===== src/rtl/tap_pkg.sv =====
`default_nettype none
// ============================================================================
//  Module      : tap_pkg
//  Description : Shared definitions for the TAP FIFO encoder. Holds the bit
//                positions of the fields inside a scan frame and a helper
//                that derives the frame width from the payload width.
//                Frame layout (shifted out LSB first):
//                  bit 0                  word_valid
//                  bit 1                  overflow
//                  bits FRAME_WIDTH-1:2   payload data
//  Revision    : 1.0 - initial release
// ============================================================================
package tap_pkg;

    localparam int VALID_BIT = 0;
    localparam int OVF_BIT   = 1;
    localparam int DATA_LSB  = 2;

    // One word_valid bit plus one overflow bit wrap every payload word.
    function automatic int frame_width(input int data_width);
        return data_width + DATA_LSB;
    endfunction

endpackage
`default_nettype wire


===== src/rtl/tap_sync_fifo.sv =====
`default_nettype none
// ============================================================================
//  Module      : tap_sync_fifo
//  Description : Single-clock FIFO with a registered occupancy counter.
//                The caller decides when push/pop are legal; the FIFO
//                simply performs them. The head word is presented
//                combinationally so it can be framed on the same edge that
//                pops it.
//  Ports       : clk        - clock, rising edge
//                rst        - synchronous active-high reset (pointers/level)
//                push       - write i_wr_data at the tail
//                pop        - discard the head word
//                i_wr_data  - word to write
//                o_head     - word at the head of the queue
//                full/empty - occupancy flags
//                level      - number of stored words
//  Revision    : 1.0 - initial release
// ============================================================================
module tap_sync_fifo #(
    parameter int DATA_WIDTH = 8,
    parameter int DEPTH      = 4
) (
    input  logic                         clk,
    input  logic                         rst,
    input  logic                         push,
    input  logic                         pop,
    input  logic [DATA_WIDTH-1:0]        i_wr_data,
    output logic [DATA_WIDTH-1:0]        o_head,
    output logic                         full,
    output logic                         empty,
    output logic [$clog2(DEPTH+1)-1:0]   level
);

    localparam int c_PTR_W = $clog2(DEPTH);
    localparam int c_LVL_W = $clog2(DEPTH+1);

    logic [DATA_WIDTH-1:0] r_mem [DEPTH];
    logic [c_PTR_W-1:0]    r_wr_ptr;
    logic [c_PTR_W-1:0]    r_rd_ptr;
    logic [c_LVL_W-1:0]    r_level;

    // Storage carries no reset; stale words are unreachable once the
    // pointers are cleared.
    always_ff @(posedge clk) begin
        if (!rst && push) begin
            r_mem[r_wr_ptr] <= i_wr_data;
        end
    end

    // DEPTH is a power of two, so pointer overflow is the modulo wrap.
    always_ff @(posedge clk) begin
        if (rst) begin
            r_wr_ptr <= '0;
            r_rd_ptr <= '0;
            r_level  <= '0;
        end else begin
            if (push) begin
                r_wr_ptr <= r_wr_ptr + c_PTR_W'(1);
            end
            if (pop) begin
                r_rd_ptr <= r_rd_ptr + c_PTR_W'(1);
            end
            case ({push, pop})
                2'b10:   r_level <= r_level + c_LVL_W'(1);
                2'b01:   r_level <= r_level - c_LVL_W'(1);
                default: r_level <= r_level;
            endcase
        end
    end

    assign o_head = r_mem[r_rd_ptr];
    assign full   = (r_level == c_LVL_W'(DEPTH));
    assign empty  = (r_level == '0);
    assign level  = r_level;

endmodule
`default_nettype wire


===== src/rtl/tap_fifo_encoder.sv =====
`default_nettype none
// ============================================================================
//  Module      : tap_fifo_encoder
//  Description : Queues parallel words in a small FIFO and serialises them
//                through a JTAG user data register. Capture-DR loads one
//                frame (head word, sticky overflow flag, word_valid) into
//                the shift register; Shift-DR moves it out on tdo LSB first,
//                back-filling with ones. With STREAM=1 the next frame is
//                loaded automatically after the last bit so several frames
//                can be read in one DR scan.
//  Ports       : tck              - TAP clock, rising edge
//                test_logic_reset - synchronous active-high reset
//                ir_is_user       - user instruction selected in the IR
//                capture_dr       - TAP in Capture-DR
//                shift_dr         - TAP in Shift-DR
//                tdo              - serial data out (shift register LSB)
//                data / valid     - word to enqueue and its request
//                ready            - FIFO not full
//                level            - FIFO occupancy
//  Revision    : 1.0 - initial release
// ============================================================================
module tap_fifo_encoder
    import tap_pkg::*;
#(
    parameter int DATA_WIDTH = 8,
    parameter int DEPTH      = 4,
    parameter int STREAM     = 0
) (
    input  logic                         tck,
    input  logic                         test_logic_reset,
    input  logic                         ir_is_user,
    input  logic                         capture_dr,
    input  logic                         shift_dr,
    output logic                         tdo,
    input  logic [DATA_WIDTH-1:0]        data,
    input  logic                         valid,
    output logic                         ready,
    output logic [$clog2(DEPTH+1)-1:0]   level
);

    localparam int c_FRAME_WIDTH = frame_width(DATA_WIDTH);
    localparam int c_CNT_W       = $clog2(c_FRAME_WIDTH + 1);
    localparam logic [c_CNT_W-1:0] c_CNT_LAST = c_CNT_W'(c_FRAME_WIDTH - 1);
    localparam logic [c_CNT_W-1:0] c_CNT_SAT  = c_CNT_W'(c_FRAME_WIDTH);

    logic [c_FRAME_WIDTH-1:0] r_shift_reg;
    logic [c_CNT_W-1:0]       r_bit_cnt;
    logic                     r_overflow;

    logic                     w_full;
    logic                     w_empty;
    logic [DATA_WIDTH-1:0]    w_head;
    logic                     w_wrap;
    logic                     w_load;
    logic                     w_shift;
    logic                     w_pop;
    logic                     w_push;
    logic                     w_drop;
    logic [c_FRAME_WIDTH-1:0] w_frame;

    // In streaming mode the last bit of a frame is replaced by a reload.
    generate
        if (STREAM != 0) begin : g_stream
            assign w_wrap = (r_bit_cnt == c_CNT_LAST);
        end else begin : g_single
            assign w_wrap = 1'b0;
        end
    endgenerate

    // capture_dr outranks shift_dr; both are ignored without the user IR.
    assign w_load  = ir_is_user & (capture_dr | (shift_dr & w_wrap));
    assign w_shift = ir_is_user & ~capture_dr & shift_dr & ~w_wrap;
    assign w_pop   = w_load & ~w_empty;
    // A full FIFO still takes a word when the head leaves on the same edge.
    assign w_push  = valid & (~w_full | w_pop);
    assign w_drop  = valid & w_full & ~w_pop;

    always_comb begin
        w_frame            = '0;
        w_frame[VALID_BIT] = ~w_empty;
        w_frame[OVF_BIT]   = r_overflow;
        if (!w_empty) begin
            w_frame[c_FRAME_WIDTH-1:DATA_LSB] = w_head;
        end
    end

    always_ff @(posedge tck) begin
        if (test_logic_reset) begin
            r_shift_reg <= '0;
            r_bit_cnt   <= '0;
            r_overflow  <= 1'b0;
        end else if (w_load) begin
            r_shift_reg <= w_frame;
            r_bit_cnt   <= '0;
            // Reporting clears the flag, unless a word is lost right now.
            r_overflow  <= w_drop;
        end else begin
            if (w_drop) begin
                r_overflow <= 1'b1;
            end
            if (w_shift) begin
                r_shift_reg <= {1'b1, r_shift_reg[c_FRAME_WIDTH-1:1]};
                if (r_bit_cnt != c_CNT_SAT) begin
                    r_bit_cnt <= r_bit_cnt + c_CNT_W'(1);
                end
            end
        end
    end

    tap_sync_fifo #(
        .DATA_WIDTH (DATA_WIDTH),
        .DEPTH      (DEPTH)
    ) u_fifo (
        .clk       (tck),
        .rst       (test_logic_reset),
        .push      (w_push),
        .pop       (w_pop),
        .i_wr_data (data),
        .o_head    (w_head),
        .full      (w_full),
        .empty     (w_empty),
        .level     (level)
    );

    assign tdo   = r_shift_reg[0];
    assign ready = ~w_full;

endmodule
`default_nettype wire


===== config.mk =====
export PLATFORM = sky130hd
export DESIGN_NAME = tap_fifo_encoder
export DESIGN_NICKNAME = d
export VERILOG_FILES = /design/src/rtl/tap_pkg.sv /design/src/rtl/tap_sync_fifo.sv /design/src/rtl/tap_fifo_encoder.sv
export SDC_FILE = /design/constraint.sdc
export NUM_CORES = 1
export LEC_CHECK = 0
export BUFFER_PORTS_ARGS = -buffer_cell sky130_fd_sc_hd__buf_4
export CAP_MARGIN = 20
export CORE_MARGIN = 2
export CORE_UTILIZATION = 52
export CTS_BUF_LIST = sky130_fd_sc_hd__clkbuf_4 sky130_fd_sc_hd__clkbuf_8
export DETAILED_ROUTE_END_ITERATION = 10
export PLACE_DENSITY = 0.74
export SETUP_SLACK_MARGIN = 0.3
export SYNTH_ARGS = -nofsm -noshare
export SYNTH_HDL_FRONTEND = slang
export SYNTH_SLANG_ARGS = --single-unit

===== constraint.sdc =====
create_clock -name tck -period 1.75 [get_ports tck]
set_input_delay 0.2625 -clock tck [delete_from_list [all_inputs] [get_ports tck]]
set_output_delay 0.2625 -clock tck [all_outputs]
set_load 0.02 [all_outputs]

==> results of run 1 <==
==> worst register-to-register path: stages (launching register included) <==
cell                       delay [ns]
sky130_fd_sc_hd__dfxtp_2         0.33
sky130_fd_sc_hd__o311a_1         0.36
sky130_fd_sc_hd__nand2b_1        0.10
sky130_fd_sc_hd__fa_2            0.20
sky130_fd_sc_hd__nand2b_1        0.07
sky130_fd_sc_hd__or3_1           0.31
sky130_fd_sc_hd__a21o_1          0.16
sky130_fd_sc_hd__a31oi_1         0.11
==> cell usage after synthesis (all sizes together) <==
library cell	instances	share of area, %
a211oi	2	0.92
a21o	1	0.35
a21oi	11	2.5
a311oi	1	0.40
a31oi	2	0.57
and2	5	1.4
buf	5	1.1
clkbuf	4	0.69
dfxtp	20	18
edfxtp	32	44
fa	1	0.92
ha	4	2.3
inv	4	0.69
mux2	1	0.52
mux2i	1	0.46
mux4	8	8.3
nand2	6	1.0
nand2b	2	0.57
nand3	1	0.23
nor2	20	3.5
nor2b	8	2.3
nor3	8	1.8
o2111a	1	0.52
o211ai	1	0.35
o21a	1	0.35
o21ai	8	2.4
o311a	1	0.46
or3	1	0.29
or3b	1	0.52
xnor2	4	1.6
xor2	1	0.40
==> logic make-up (layout without fill, tap and decap cells) <==
family                     Yosys count  count (layout)  share of synthesized area, %
muxes                               10              10                          9.26
xor gates and xnor gates             5               5                          2.01
and+or+nand+nor                     52              52                          11.7
DFF                                 52              52                          62.6
buffers and inverters               13              39                          2.47
AOI/OAI and AO/OA                   29              29                          8.80
adders and majority gates            5               5                          3.22
==> metal layers <==
layer / vias up / wire, um / GRT usage, % / share of wire, %
met5: - / 0 / 0 / 0
met4: 0 / 69 / 8.25 / 1.8
met3: 8 / 153 / 3.57 / 3.9
met2: 32 / 1910 / 30.5 / 49
met1: 634 / 1790 / 25.5 / 46
li1: 647 / - / - / -
==> path summary, 6_finish.rpt <==
path / start / to / slack, ns / cells after the start
worst max-delay path: u_fifo.level[1] / u_fifo.level[2] / 0.05 / 7
worst max register to register: u_fifo.level[1] / u_fifo.level[2] / 0.05 / 7
worst min-delay path: data[4] / u_fifo.r_mem[2][4] / 0.16 / 1
worst min register to register: r_shift_reg[4] / r_shift_reg[4] / 0.50 / 2
==> layout make-up <==
type / count / area share [%]
multi-input combinational: 101 / 31.0
clock buffer: 5 / 2.71
timing repair buffer: 27 / 8.57
sequential: 52 / 53.9
inverter: 4 / 0.591
clock inverter: 3 / 0.739
tap: 50 / 2.46
==> power groups by stage <==
stage / logic, mW / clock network, mW / registers (mW)
6_report: 0.651 / 0.666 / 1.44
3_5_place_dp: 0.605 / 0 / 1.47
4_1_cts: 0.638 / 0.679 / 1.44
5_1_grt: 0.711 / 0.729 / 1.45
2_1_floorplan: 0.351 / 0 / 1.51
3_3_place_gp: 0.584 / 0 / 1.46
==> timing repair <==
| item | 4_1_cts | 5_1_grt |
|---|---|---|
| setup endpoints to repair | 36 | 39 |
| pin swaps | 4 | 3 |
| setup buffers | 2 | 0 |
| gates resized for setup | 3 | 4 |
==> through the flow <==
| stage | power [mW] | cell area, um^2 | hold WS (ns) |
|---|---|---|---|
| after floorplan | 1.86 | 2200 | 0.361 |
| after global placement | 2.05 | 2410 | 0.461 |
| after detailed placement | 2.07 | 2410 | 0.468 |
| after CTS | 2.76 | 2530 | 0.152 |
| after global routing | 2.89 | 2540 | 0.141 |
| final | 2.76 | 2540 | 0.159 |
==> summary.log, run 1 <==
INFO  route          routed_wire_length_per_instance=16.2um
INFO  sta            timing.max_slew.rel_slack=73.5%
INFO  power_and_ir_drop switching_share_of_power=27.9%
INFO  route          route.detailed.drc=0
INFO  finish         most-common-layout-cells=sky130_fd_sc_hd__edfxtp_1, sky130_fd_sc_hd__buf_4, sky130_fd_sc_hd__nor2_1
INFO  power_and_ir_drop pwr-share-comb=23.6%
INFO  global_route   grt_pass1_vias=1312
INFO  power_and_ir_drop share_seq_of_total_power=52.3%
INFO  finish         layout.filler_cells=305
INFO  clocking       clock-sinks=52
INFO  finish         largest_reg_flops=32
INFO  sta            layout_setup_ws=0.0501ns
INFO  power_and_ir_drop internal_power=1.99mW
INFO  finish         final_non_filler_cell_total=242
INFO  power_and_ir_drop peakVddDrop=0.625mV
INFO  power_and_ir_drop power_leakage=0.912nW
INFO  placement      dp.cells=232
INFO  route          detail_route.vias_per_cell=5.46
INFO  yosys          synthesis.instances=166
INFO  worst_setup_path cp_data_required_time=1.98ns
INFO  floorplanning  starting_density=54.4%
INFO  global_route   wire_length_of_the_first_global_routing_pass=6.34mm
INFO  finish         areaGrowthSynthToFinish=16.8%
INFO  global_route   maximum_number_of_pins_on_one_net_before_global_route_repair=21
INFO  clocking       worst_skew_pair.late_latency=0.30ns
INFO  route          finalWirelength=3.93mm
INFO  yosys          avgSynthCellArea=13.1um^2
INFO  floorplanning  overall_die_height=68.7um
INFO  finish         final_nets=210
INFO  sta            final-hold-violation-count=0
INFO  worst_setup_path timing.critical_path.slowest_stage_cell=sky130_fd_sc_hd__o311a_1
INFO  floorplanning  design.die.area=4720um^2
INFO  clocking       ctsHtreeMaxLevel=2
INFO  yosys          synthDistinctLibCells=34
INFO  worst_setup_path path_delay_family=compound AO/OA/AOI/OAI gates
INFO  worst_setup_path end_kind=flip-flop
INFO  floorplanning  num_rows=23
INFO  sta            final.min_clock_period=1.70ns
INFO  power_and_ir_drop p_per_area=1090nW/um^2
INFO  sta            fin_tns_setup=0ns
INFO  worst_setup_path timing_worst_setup_path_type=reg2reg
INFO  yosys          synthesis.yosys.warnings=0
INFO  sta            slew_viol_final=0
INFO  floorplanning  io_pins=19
INFO  sta            grt_setup_unrepaired=yes
INFO  yosys          share_of_the_yosys_chip_area_belonging_to_registers=62.6%
INFO  worst_setup_path worst-endpoint-arrival=1.93ns
INFO  floorplanning  coreArea=4000um^2
INFO  worst_setup_path critPathBufInv=0
INFO  clocking       cts_root_buffer=sky130_fd_sc_hd__clkbuf_8
INFO  sta            fmax=588MHz
INFO  yosys          synth.cell_area=2180um^2
INFO  worst_setup_path timing.critical_path.cells=o311a_1 > nand2b_1 > fa_2 > nand2b_1 > or3_1 > a21o_1 > a31oi_1
INFO  sta            max_slew.worst_pin.slew=0.397ns
INFO  placement      gp_congestion=0.788
INFO  placement      pre_cts_ws=0.0348ns
INFO  outcome        outcome=finished clean
INFO  yosys          syn-num-nets=185
INFO  sta            skew=0.00723ns
INFO  worst_setup_path critPathMostFrequentCell=sky130_fd_sc_hd__nand2b_1
INFO  placement      io_buffer_count=18
INFO  power_and_ir_drop power.share.clock=24.1%
INFO  finish         layout.area.seq=1370um^2
INFO  sta            finalSetupViolations=0
INFO  finish         n_antenna_cell=0
INFO  clocking       cts.path.max_buffers=2
INFO  yosys          synth-seq-cells=52
INFO  run            cap_viol_max_count=0
INFO  route          drt_first_iter_violations=145
INFO  finish         multiInputGateArea=788um^2
INFO  clocking       cts_hold_repair.buffers=0
INFO  sta            final_worst_path_period_share=97.1%
INFO  clocking       cts.reportedPaths.clkPinSlew=0.09ns
INFO  floorplanning  floorplan.die.width=68.7um
INFO  worst_setup_path path_max_fanout=2
INFO  global_route   grt_antenna_before_repair=0
INFO  power_and_ir_drop p_switching=771uW
INFO  finish         layout.core_utilization=63.5%
INFO  worst_setup_path critPathLaunchType=flip-flop
INFO  worst_hold_path hold_class=in2reg
INFO  clocking       cts_tree=done
INFO  clocking       total_cts_buffers=5
INFO  global_route   gr-total-overflow=0
INFO  worst_setup_path critPathMaxStageDelay=0.36ns
INFO  route          detail_route.first_pass.iterations=4
INFO  route          detail-route-antenna-nets=0
INFO  route          num_vias=1321
INFO  placement      dp_hpwl=2.65mm
INFO  finish         final_common_cell=sky130_fd_sc_hd__edfxtp_1
INFO  global_route   track_usage=19.1%
INFO  finish         drive_above_1_share=30.2%
(Power assumes the default switching activity.)
==> run 2: changes to the inputs <==
--- a/config.mk
+++ b/config.mk
@@ -6,5 +6,4 @@
 export NUM_CORES = 1
 export LEC_CHECK = 0
-export BUFFER_PORTS_ARGS = -buffer_cell sky130_fd_sc_hd__buf_4
 export CAP_MARGIN = 20
 export CORE_MARGIN = 2
@@ -12,5 +11,6 @@
 export CTS_BUF_LIST = sky130_fd_sc_hd__clkbuf_4 sky130_fd_sc_hd__clkbuf_8
 export DETAILED_ROUTE_END_ITERATION = 10
-export PLACE_DENSITY = 0.74
+export DONT_BUFFER_PORTS = 1
+export PLACE_DENSITY_LB_ADDON = 0.15
 export SETUP_SLACK_MARGIN = 0.3
 export SYNTH_ARGS = -nofsm -noshare
==> constraint.sdc (replaced) <==
create_clock -name tck -period 1.75 [get_ports tck]
set_input_delay 0.175 -clock tck [delete_from_list [all_inputs] [get_ports tck]]
set_output_delay 0.175 -clock tck [all_outputs]
set_load 0.02 [all_outputs]
==> run 2 against run 1 <==
Net effect: the flow now finishes with violations (hold timing); power down 1.2%; count of clock-buffer cells in the layout is the same; design area fell by 2.3%; first-iteration DRC count down 51%; setup slack worse by 0.0090 ns; sequential share of layout area increased by 1.2 points; critical endpoint unchanged.
==> summary.log, run 2 (same netlist as run 1, synthesis figures left out) <==
INFO  global_route   maximum_number_of_pins_on_one_net_before_global_route_repair=21 [unchanged]
INFO  finish         final_common_cell=sky130_fd_sc_hd__edfxtp_1
INFO  clocking       cts_tree=done
INFO  route          finalWirelength=3.69mm [-6.0%]
INFO  route          drt_first_iter_violations=71 [-51%]
INFO  sta            fmax=585MHz [-0.52%]
INFO  sta            finalSetupViolations=0 [unchanged]
INFO  finish         largest_reg_flops=32 [unchanged]
INFO  worst_hold_path hold_class=in2reg
INFO  finish         n_antenna_cell=0 [unchanged]
INFO  run            cap_viol_max_count=0 [unchanged]
INFO  placement      io_buffer_count=0 [-18]
INFO  global_route   wire_length_of_the_first_global_routing_pass=5.88mm [-7.3%]
INFO  sta            slew_viol_final=0 [unchanged]
INFO  worst_setup_path worst-endpoint-arrival=1.94ns [about the same]
INFO  floorplanning  coreArea=4000um^2 [unchanged]
INFO  floorplanning  io_pins=19 [unchanged]
INFO  power_and_ir_drop p_per_area=1100nW/um^2 [+1.1%]
INFO  clocking       cts.reportedPaths.clkPinSlew=0.09ns [about the same]
INFO  worst_setup_path cp_data_required_time=1.98ns [about the same]
INFO  sta            skew=0.00533ns [-0.00190 ns]
INFO  route          detail_route.vias_per_cell=5.55 [+1.7%]
INFO  floorplanning  overall_die_height=68.7um [unchanged]
INFO  global_route   gr-total-overflow=0 [unchanged]
INFO  finish         most-common-layout-cells=sky130_fd_sc_hd__edfxtp_1, sky130_fd_sc_hd__nor2_1, sky130_fd_sc_hd__dfxtp_1
INFO  route          routed_wire_length_per_instance=16.0um [-1.5%]
INFO  worst_setup_path rr_startpoint=u_fifo.level[1]
INFO  power_and_ir_drop power_leakage=0.852nW [-6.5%]
INFO  outcome        outcome=finished with violations
INFO  sta            grt_setup_unrepaired=yes
INFO  clocking       cts_root_buffer=sky130_fd_sc_hd__clkbuf_8
INFO  global_route   track_usage=18.5% [-0.61 points]
INFO  worst_setup_path regToRegSetupSlack=0.04ns [about the same]
INFO  placement      dp_hpwl=2.50mm [-5.8%]
INFO  route          route.detailed.drc=0 [unchanged]
INFO  floorplanning  floorplan.die.width=68.7um [unchanged]
INFO  worst_setup_path worst_setup_path_startpoint=u_fifo.level[1]
INFO  clocking       worst_skew_pair.late_latency=0.31ns [about the same]
INFO  sta            max_slew.worst_pin.slew=0.413ns [+0.0160 ns]
INFO  worst_setup_path ff2ff_path_depth=7 [unchanged]
INFO  clocking       cts_hold_repair.buffers=9 [+9]
INFO  worst_setup_path timing_worst_setup_path_type=reg2reg
INFO  finish         areaGrowthSynthToFinish=14.1%
INFO  worst_setup_path critical_path.endpoint=u_fifo.level[2]
INFO  route          detail-route-antenna-nets=0 [unchanged]
INFO  floorplanning  num_rows=23 [unchanged]
INFO  clocking       ctsHtreeMaxLevel=2 [unchanged]
INFO  sta            final-hold-violation-count=19 [+19]
INFO  global_route   grt_pass1_vias=1248 [-4.9%]
INFO  sta            fin_tns_setup=0ns [unchanged]
INFO  worst_setup_path critPathLaunchType=flip-flop
INFO  finish         final_nets=199 [-5.2%]
INFO  worst_setup_path end_kind=flip-flop
INFO  floorplanning  starting_density=54.4% [unchanged]
INFO  worst_setup_path path_max_fanout=2 [unchanged]
INFO  sta            final_worst_path_period_share=97.7% [+0.51 points]
INFO  floorplanning  design.die.area=4720um^2 [unchanged]
INFO  outcome        violations_in_the_final_reports=hold timing
INFO  global_route   grt_antenna_before_repair=0 [unchanged]
INFO  sta            fin_worst_hold_slack=-0.0873ns [-0.246 ns]
INFO  placement      gp_congestion=0.722 [-8.4%]
INFO  clocking       cts.path.max_buffers=2 [unchanged]
INFO  route          detail_route.first_pass.iterations=5 [+1]
INFO  power_and_ir_drop peakVddDrop=0.784mV [+26%]
INFO  finish         drive_above_1_share=21.5% [-8.7 points]
INFO  route          num_vias=1283 [-2.9%]
INFO  clocking       total_cts_buffers=5 [unchanged]
INFO  sta            timing.max_slew.rel_slack=72.4% [-1.1 points]
INFO  power_and_ir_drop design_power_total=2.73mW [-1.2%]
INFO  clocking       clock-sinks=52 [unchanged]
INFO  sta            final.min_clock_period=1.71ns [+0.00895 ns]
INFO  worst_setup_path worstReg2RegEnd=u_fifo.level[2]
run 2: cell types whose count changed in the layout (fill, tap and decap cells not counted), sizes merged:
cell	change
buf	-20
inv	+3
dlygate4sd3	+9
clkinv	-3
run 2: layout make-up:
type                    count  area, um^2
fillers                   303        1520
flip-flops and latches     52        1370
multi-input cells         101         788
repair buffers             16         150
clock buffers               5        68.8
well taps                  50        62.6
clock inverters             3        28.8
inverters                   4        15.0
run 2: metrics by stage:
step	util (%)	cells	setup WS [ns]	cell area (um^2)
3_3_place_gp	56.7	213	0.0824	2270
5_1_grt	62.1	231	-0.0536	2480
4_1_cts	61.7	231	0.0375	2470
3_5_place_dp	56.7	213	0.0193	2270
6_report	62.1	231	0.0411	2480
2_1_floorplan	-	166	0.0279	2200
run 2: worst min-delay path by stage:
| stage | startpoint | to | slack, ns | cells past startpoint |
|---|---|---|---|---|
| after floorplan | data[0] | u_fifo.r_mem[0][0] | 0.27 | 0 |
| after global placement | test_logic_reset | u_fifo.level[2] | 0.24 | 1 |
| after detailed placement | test_logic_reset | u_fifo.level[2] | 0.24 | 1 |
| after CTS | test_logic_reset | u_fifo.level[1] | -0.1 | 1 |
| after global routing | test_logic_reset | u_fifo.level[1] | -0.11 | 1 |
| final | test_logic_reset | u_fifo.level[1] | -0.09 | 1 |
run 2: worst max-delay path, cell delays in order, from the launching register on:
cell                       delay, ns
sky130_fd_sc_hd__dfxtp_2        0.33
sky130_fd_sc_hd__o311a_1        0.36
sky130_fd_sc_hd__nand2b_1       0.10
sky130_fd_sc_hd__fa_2           0.20
sky130_fd_sc_hd__nand2b_1       0.06
sky130_fd_sc_hd__or3_1          0.30
sky130_fd_sc_hd__a21o_1         0.16
sky130_fd_sc_hd__a31oi_1        0.11
run 2: timing repair:
item,4_1_cts,5_1_grt
pin swaps,3,2
setup buffers,1,0
endpoints found under the hold margin,52,19
endpoints found under the setup margin,37,44
gates resized for setup,1,4
run 2: per-layer routing:
| layer | up-vias | track usage, % | wire length [um] |
|---|---|---|---|
| met5 | - | 0 | 0 |
| met4 | 0 | 7.50 | 59 |
| met3 | 7 | 5.68 | 176 |
| met2 | 23 | 31.9 | 1930 |
| met1 | 623 | 21.3 | 1530 |
| li1 | 630 | - | - |
run 2: where the power goes:
group	total [mW]	leakage, nW	switching [mW]	internal (mW)
clock network	0.714	0.0511	0.412	0.302
registers	1.45	0.456	0.0481	1.40
logic	0.567	0.345	0.302	0.265
